--- src/rtl/sp_ram_param.sv ---
// sp_ram_param: parametrised single-port synchronous RAM.
// Per-lane write enables, selectable read-during-write return, read latency of
// 1 or 2 cycles, a post-reset clear sweep with busy flag, and out-of-range
// address detection. Every accepted access (read or write) returns one word.
module sp_ram_param #(
  parameter int DATA_W     = 8,
  parameter int LANE_W     = 4,
  parameter int ADDR_W     = 8,
  parameter int DEPTH      = 256,
  parameter int RD_LAT     = 1,
  parameter int RDW_MODE   = 0,
  parameter int INIT_CLEAR = 1
) (
  input  logic                       clk,
  input  logic                       rst,
  input  logic                       en,
  input  logic                       wr_rd,
  input  logic [ADDR_W-1:0]          addr,
  input  logic [DATA_W-1:0]          data_in,
  input  logic [DATA_W/LANE_W-1:0]   be,
  output logic [DATA_W-1:0]          data_out,
  output logic                       rd_valid,
  output logic                       addr_err,
  output logic                       busy
);

  localparam int NUM_LANES = DATA_W / LANE_W;
  // One extra bit so that DEPTH == 2**ADDR_W is representable and the sweep
  // terminates cleanly.
  localparam int CNT_W = ADDR_W + 1;
  localparam logic [CNT_W-1:0] LAST_IDX = CNT_W'(DEPTH - 1);

  typedef enum logic {
    ST_CLEAR = 1'b0,
    ST_READY = 1'b1
  } state_t;

  state_t           state, state_nxt;
  logic [CNT_W-1:0] cnt, cnt_nxt;
  logic             clr_we;

  logic [DATA_W-1:0] mem [0:DEPTH-1];

  logic              in_range;
  logic              accept;
  logic              mem_we;
  logic              clr_we_g;
  logic [DATA_W-1:0] old_word;
  logic [DATA_W-1:0] merged_word;
  logic [DATA_W-1:0] ret_word;

  logic              s1_valid;
  logic              s1_err;
  logic [DATA_W-1:0] s1_data;

  // ---------------------------------------------------------------------------
  // Clear sequencer
  // ---------------------------------------------------------------------------

  // State and sweep counter; reset restarts the sweep from location 0.
  always_ff @(posedge clk) begin
    if (!rst) begin
      state <= (INIT_CLEAR != 0) ? ST_CLEAR : ST_READY;
      cnt   <= '0;
    end else begin
      // NOTE: sequential state uses non-blocking assignments so every register
      // samples the pre-edge values, independent of statement order.
      state <= state_nxt;
      cnt   <= cnt_nxt;
    end
  end

  // Next-state logic: sweep one word per cycle, leave CLEAR after the last one.
  always_comb begin
    // NOTE: every output of this block gets a default first, so no path can
    // leave one unassigned and infer a latch.
    state_nxt = state;
    cnt_nxt   = cnt;
    clr_we    = 1'b0;
    case (state)
      ST_CLEAR: begin
        clr_we  = 1'b1;
        cnt_nxt = cnt + 1'b1;
        if (cnt == LAST_IDX) begin
          state_nxt = ST_READY;
          cnt_nxt   = '0;
        end
      end
      ST_READY: begin
        state_nxt = ST_READY;
      end
      default: begin
        state_nxt = ST_READY;
      end
    endcase
  end

  // Requests are ignored while the sweep runs or reset is held.
  assign busy = (state == ST_CLEAR) || ((INIT_CLEAR != 0) && !rst);

  // ---------------------------------------------------------------------------
  // Access path
  // ---------------------------------------------------------------------------

  generate
    if (DEPTH >= (1 << ADDR_W)) begin : g_full_range
      assign in_range = 1'b1;
    end else begin : g_partial_range
      assign in_range = ({1'b0, addr} < CNT_W'(DEPTH));
    end
  endgenerate

  assign accept   = rst && en && (state == ST_READY);
  assign mem_we   = accept && wr_rd && in_range;
  assign clr_we_g = rst && clr_we;

  // Out-of-range addresses never see the array contents.
  assign old_word = in_range ? mem[addr] : '0;

  // Lane merge: enabled lanes take data_in, the rest keep the stored word.
  always_comb begin
    merged_word = old_word;
    for (int i = 0; i < NUM_LANES; i++) begin
      if (be[i]) begin
        merged_word[i*LANE_W +: LANE_W] = data_in[i*LANE_W +: LANE_W];
      end
    end
  end

  // Word returned for this access: old word, or merged word for write-first
  // writes; always zero for an out-of-range address.
  always_comb begin
    ret_word = '0;
    if (in_range) begin
      if (wr_rd && (RDW_MODE != 0)) begin
        ret_word = merged_word;
      end else begin
        ret_word = old_word;
      end
    end
  end

  // Storage array: sweep writes zero, accepted in-range writes store the merge.
  always_ff @(posedge clk) begin
    // NOTE: the array itself has no reset branch so it maps onto RAM macros;
    // its contents are zeroed only by the clear sweep.
    if (clr_we_g) begin
      mem[cnt[ADDR_W-1:0]] <= '0;
    end else if (mem_we) begin
      mem[addr] <= merged_word;
    end
  end

  // First return stage: registered read, valid and error flags.
  always_ff @(posedge clk) begin
    if (!rst) begin
      s1_valid <= 1'b0;
      s1_err   <= 1'b0;
      s1_data  <= '0;
    end else begin
      s1_valid <= accept;
      s1_err   <= accept && !in_range;
      if (accept) begin
        s1_data <= ret_word;
      end
    end
  end

  generate
    if (RD_LAT == 2) begin : g_lat2
      logic              s2_valid;
      logic              s2_err;
      logic [DATA_W-1:0] s2_data;

      // Second return stage; data only moves on a valid return so it holds.
      always_ff @(posedge clk) begin
        if (!rst) begin
          s2_valid <= 1'b0;
          s2_err   <= 1'b0;
          s2_data  <= '0;
        end else begin
          s2_valid <= s1_valid;
          s2_err   <= s1_err;
          if (s1_valid) begin
            s2_data <= s1_data;
          end
        end
      end

      assign data_out = s2_data;
      assign rd_valid = s2_valid;
      assign addr_err = s2_err;
    end else begin : g_lat1
      assign data_out = s1_data;
      assign rd_valid = s1_valid;
      assign addr_err = s1_err;
    end
  endgenerate

endmodule
--- config.mk ---
export PLATFORM = sky130hd
export DESIGN_NAME = sp_ram_param
export DESIGN_NICKNAME = d
export VERILOG_FILES = /design/src/rtl/sp_ram_param.sv
export SDC_FILE = /design/constraint.sdc
export NUM_CORES = 2
export LEC_CHECK = 0
export BUFFER_PORTS_ARGS = -buffer_cell sky130_fd_sc_hd__buf_2
export CAP_MARGIN = 10
export CORE_UTILIZATION = 55
export DETAILED_ROUTE_END_ITERATION = 6
export PLACE_DENSITY = 0.71
export RECOVER_POWER = 100
export SYNTH_ARGS = -nofsm -noshare
export SYNTH_HDL_FRONTEND = slang
export SYNTH_SLANG_ARGS = --single-unit
--- constraint.sdc ---
create_clock -name clk -period 14.85 [get_ports clk]
set_input_delay 4.455 -clock clk [delete_from_list [all_inputs] [get_ports clk]]
set_output_delay 4.455 -clock clk [all_outputs]
set_load 0.05 [all_outputs]
# Yosys cells after proc, flatten, opt, wreduce, memory -nomap -nowiden
# Memory sizes are Yosys's and may differ from the RTL's.
# Cells that the tools add are included.
# word_totals
mem_count,1
out_inout_bits,11
mem_bits_rw,2048
reg_bits,19
in_bits,22
elab_cells,29
# memory_table
name,words,word_bits,read_ports,rd_ports_with_merged_regs,wr,line_no,rtl
mem,256,8,1,0,1,42,logic [DATA_W-1:0] mem [0:DEPTH-1];
# classes
reduce_logical,7
n_bitwise,1
add_sub_neg,1
n_eq_ne,1
mux,14
# ops
operator,n
2-to-1 mux 8 bit,2
"adder 9 x 1 -> 9 bit, second input constant",1
"== test 9 x 8 -> 1 bit, second input constant",1
2-to-1 mux 9 bit,1
2-to-1 mux 1 bit,8
2-to-1 mux 4 bit,2
OR reduction 8 bit,1
logical AND 1 bit,4
case mux 1 bit (2 select lines),1
zero test 1 bit,1
logical OR 1 bit,1
NOT 1 bit,1

# Logic depth before layout (Yosys ltp)
# depth
ltp_word,8
ltp_mapped,14
mapped_depth_nobuf,8

# Least setup slack after synthesis
# OpenSTA, ideal clock, no wires.
# synth_path
path_kind,in2reg
start,input addr[0]
end,memory mem[0][2] (data pin)
required_time_ns,13.394
setup_ns,1.456
arrival_ns,12.473
stages,12
slack_ns,0.921
cell_sequence,buf_6 -> buf_12 -> buf_8 -> buf_6 -> buf_6 -> buf_6 -> a211oi_1 -> a2111oi_0 -> nor4_1 -> a22oi_1 -> nand2_1 -> o21ai_1
# synth_between
elab_chain_cells,3
# synth_lines
item,line_no,rtl
start: declaration,18,"input logic [ADDR_W-1:0] addr,"
memory (256 x 8 bit),n/a,
2-to-1 mux 4 bit,124,if (be[i]) begin
2-to-1 mux 8 bit (no source line),n/a,
end: declaration,42,
# No other way between the ends.

# Worst setup path in the final report
# layout_path
start,input addr[0]
end,memory mem[77][3] (data pin)
# The elaborated chain is that of the path after synthesis.

==> results.sh <==
export IMPL_status="finished, violations left"
export IMPL_violations="DRC, capacitance limit, slew limit"
export IMPL_boundaryPins=33
export IMPL_port_buffer_count=31
export IMPL_fin_crit_sh=0.786
export IMPL_path_max_fanout=204
export IMPL_powerDensity_nw_per_um2=130
export IMPL_synth_avg_cell_area_um2=20.6
export IMPL_hpwl_mm=126
export IMPL_layout_commonest_cell="edfxtp_1"
export IMPL_hp_class="flop to flop"
export IMPL_cts_max_level=4
export IMPL_post_cts_resized=0
export IMPL_hold_viol=0
export IMPL_slew_headroom=-1.34
export IMPL_globalplace_congestion=0.969
export IMPL_crit_required_ps=15290
export IMPL_ys_warnings_count=0
export IMPL_first_iter_violations=6551
export IMPL_synth_edf_count=2048
export IMPL_setup_viol=0
export IMPL_cts_sinks=2067
export IMPL_syn_nets=3935
export IMPL_grt_antenna_before_repair=3
export IMPL_die_area_um2=148000
export IMPL_seq_area_um2=61900
export IMPL_grt_setup_unrepaired="no"
export IMPL_postCtsHoldBufs=0
export IMPL_drive_above_1_share=0.204
export IMPL_fin_crit_ps=11680
export IMPL_clk_path_buf_depth=3
export IMPL_fillers=9993
export IMPL_reg2reg_setup_slack_ps=8120
export IMPL_multi_input_area_um2=17300
export IMPL_wire_per_inst_um=33.9
export IMPL_worstSetupPathType="primary input to flop"
export IMPL_finalSetupTns_ps=0
export IMPL_grt_pass1_wl_mm=292
export IMPL_critPathCaptureType="flop"
export IMPL_p_total_uw=11500
export IMPL_worstPathArrival_ps=12120
export IMPL_grt_start_max_net_pins=205
export IMPL_core_um2=146000
export IMPL_via_count=41065
export IMPL_final_util=0.608
export IMPL_die_w_um=385
export IMPL_path_clk_slew_ps=60
export IMPL_postRouteAntennaNets=0
export IMPL_root_buffer="clkbuf_16"
export IMPL_placed_area_um2=82600
export IMPL_peakVddDrop_mv=0.141
export IMPL_clk_latency_ps=860
export IMPL_synth_seq_cells=2067
export IMPL_finClkSkew_ps=60.6
export IMPL_fmax_mhz=85.6
export IMPL_cts_buffers=196
export IMPL_final_cell_mix="edfxtp_1 (2048), mux4_2 (456), nor2_1 (311)"
export IMPL_grt_pass1_vias=39335
export IMPL_fin_area_um2=88500
export IMPL_p_leak_uw=0.0318
export IMPL_num_rows=140
export IMPL_async_flop_share=0
export IMPL_drt_wl_total_mm=206
export IMPL_finalNetCount=4012
export IMPL_viasPerCell=6.77
export IMPL_cap_viol_max_count=6
export IMPL_cts_setup_buffers=0
export IMPL_synthToLayoutAreaGrowth_pct=9.67
export IMPL_grt_usage=0.280
export IMPL_cts_tree="yes"
export IMPL_grt_overflow=0
export IMPL_netlist_area_um2=80700
export IMPL_synthCells=3912
export IMPL_firstDrtPassIters=7
export IMPL_timing_final_max_slew_violations=98
export IMPL_die_y_um=385
export IMPL_seq_area_frac_synth=0.766
export IMPL_initial_utilization=0.554
export IMPL_ys_types=75
export IMPL_worst_slew_pin_slew_ps=3500
export IMPL_drc=3
export IMPL_cp_start_kind="primary input"
export IMPL_synth_ff_type="edfxtp_1"
registers in the layout, summed over array words and instances (netlist names):
name / flops
data_out: 8
state: 1
rd_valid: 1
cnt: 9
mem: 2048
path summary, 6_finish.rpt:
path,from,end,depth (start not counted)
max,addr[0],mem[77][3]$_DFFE_PP_,12
min,data_out[5]$_SDFFE_PN0N_,data_out[5]$_SDFFE_PN0N_,2
max reg2reg,state$_SDFF_PN0_,mem[224][4]$_DFFE_PP_,7
min reg2reg,data_out[5]$_SDFFE_PN0N_,data_out[5]$_SDFFE_PN0N_,2
metrics by stage:
| step | setup WS [ps] | instances | hold WS (ps) |
|---|---|---|---|
| 2_1_floorplan | 921 | 3912 | 459 |
| 3_3_place_gp | 4590 | 5707 | 438 |
| 3_5_place_dp | 4370 | 5707 | 447 |
| 4_1_cts | 5250 | 6064 | 455 |
| 5_1_grt | 2540 | 6065 | 486 |
| 6_report | 3170 | 6066 | 458 |
report_power, final:
group / internal [uW] / total [uW] / switching, uW
Clock: 2660 / 4810 / 2150
Sequential: 6320 / 6320 / 2.09
Combinational: 115 / 350 / 235
Total: 9090 / 11500 / 2380
area by class of cell:
cell class / instances / share of cell area
multi-input cells: 1614 / 0.196
clock buffers: 242 / 0.0578
well taps: 1917 / 0.0271
diodes: 1 / 0.0000283
inverters: 7 / 0.000325
repair buffers: 103 / 0.00909
flip-flops and latches: 2067 / 0.699
clock inverters: 115 / 0.0110
cells in the mapped netlist, types with 10 or more instances:
cell / count / share of area
nand3b_1: 12 / 0.0011
nand3_1: 61 / 0.0038
nor3_1: 22 / 0.0014
nor2_1: 312 / 0.015
mux2_1: 12 / 0.0017
nor2b_1: 13 / 0.0010
o21ai_0: 20 / 0.0012
buf_8: 12 / 0.0022
edfxtp_1: 2048 / 0.76
buf_6: 33 / 0.0046
clkbuf_1: 82 / 0.0038
mux2i_1: 117 / 0.015
buf_4: 13 / 0.0012
o21ai_1: 15 / 0.00093
a22oi_1: 100 / 0.0093
a21oi_1: 62 / 0.0038
nor4_1: 14 / 0.0011
a31oi_1: 11 / 0.00085
a211oi_1: 17 / 0.0016
o22ai_1: 64 / 0.0050
mux2_2: 22 / 0.0031
nand2_1: 154 / 0.0072
mux4_2: 456 / 0.13
buf_12: 10 / 0.0025
buf_1: 12 / 0.00056
dfxtp_1: 19 / 0.0047
buf_2: 62 / 0.0038
a221oi_1: 11 / 0.0012
critical path: stages:
cell      delay, ps
buf_8           620
buf_12          470
clkbuf_1       2520
mux4_2          610
a22oi_1         130
a21oi_1         330
nor4_1          150
a22oi_1         400
nand2_1         290
o31ai_1         340
buf_4           520
buf_12          560
logic make-up (layout without fill, tap and decap cells):
logic type | count (synthesis) | count (layout) | synth area share
AOI/OAI and AO/OA | 355 | 355 | 0.0309
xor gates and xnor gates | 6 | 6 | 0.000651
adders and majority gates | 1 | 1 | 0.000155
buffers and inverters | 231 | 467 | 0.0191
DFF | 2067 | 2067 | 0.766
muxes | 613 | 613 | 0.148
other | 1 | 2 | 0.0000464
and+or+nand+nor | 638 | 638 | 0.0344
metal layers:
layer | share of wire | vias to the layer above | wire [um] | global-route usage
li1 | - | 16366 | - | -
met4 | 0.045 | 4 | 9240 | 0.112
met5 | 0.00012 | - | 24 | 0
met1 | 0.39 | 21437 | 79500 | 0.411
met3 | 0.12 | 511 | 25000 | 0.0727
met2 | 0.45 | 2747 | 92100 | 0.405
(Power assumes the default switching activity.)
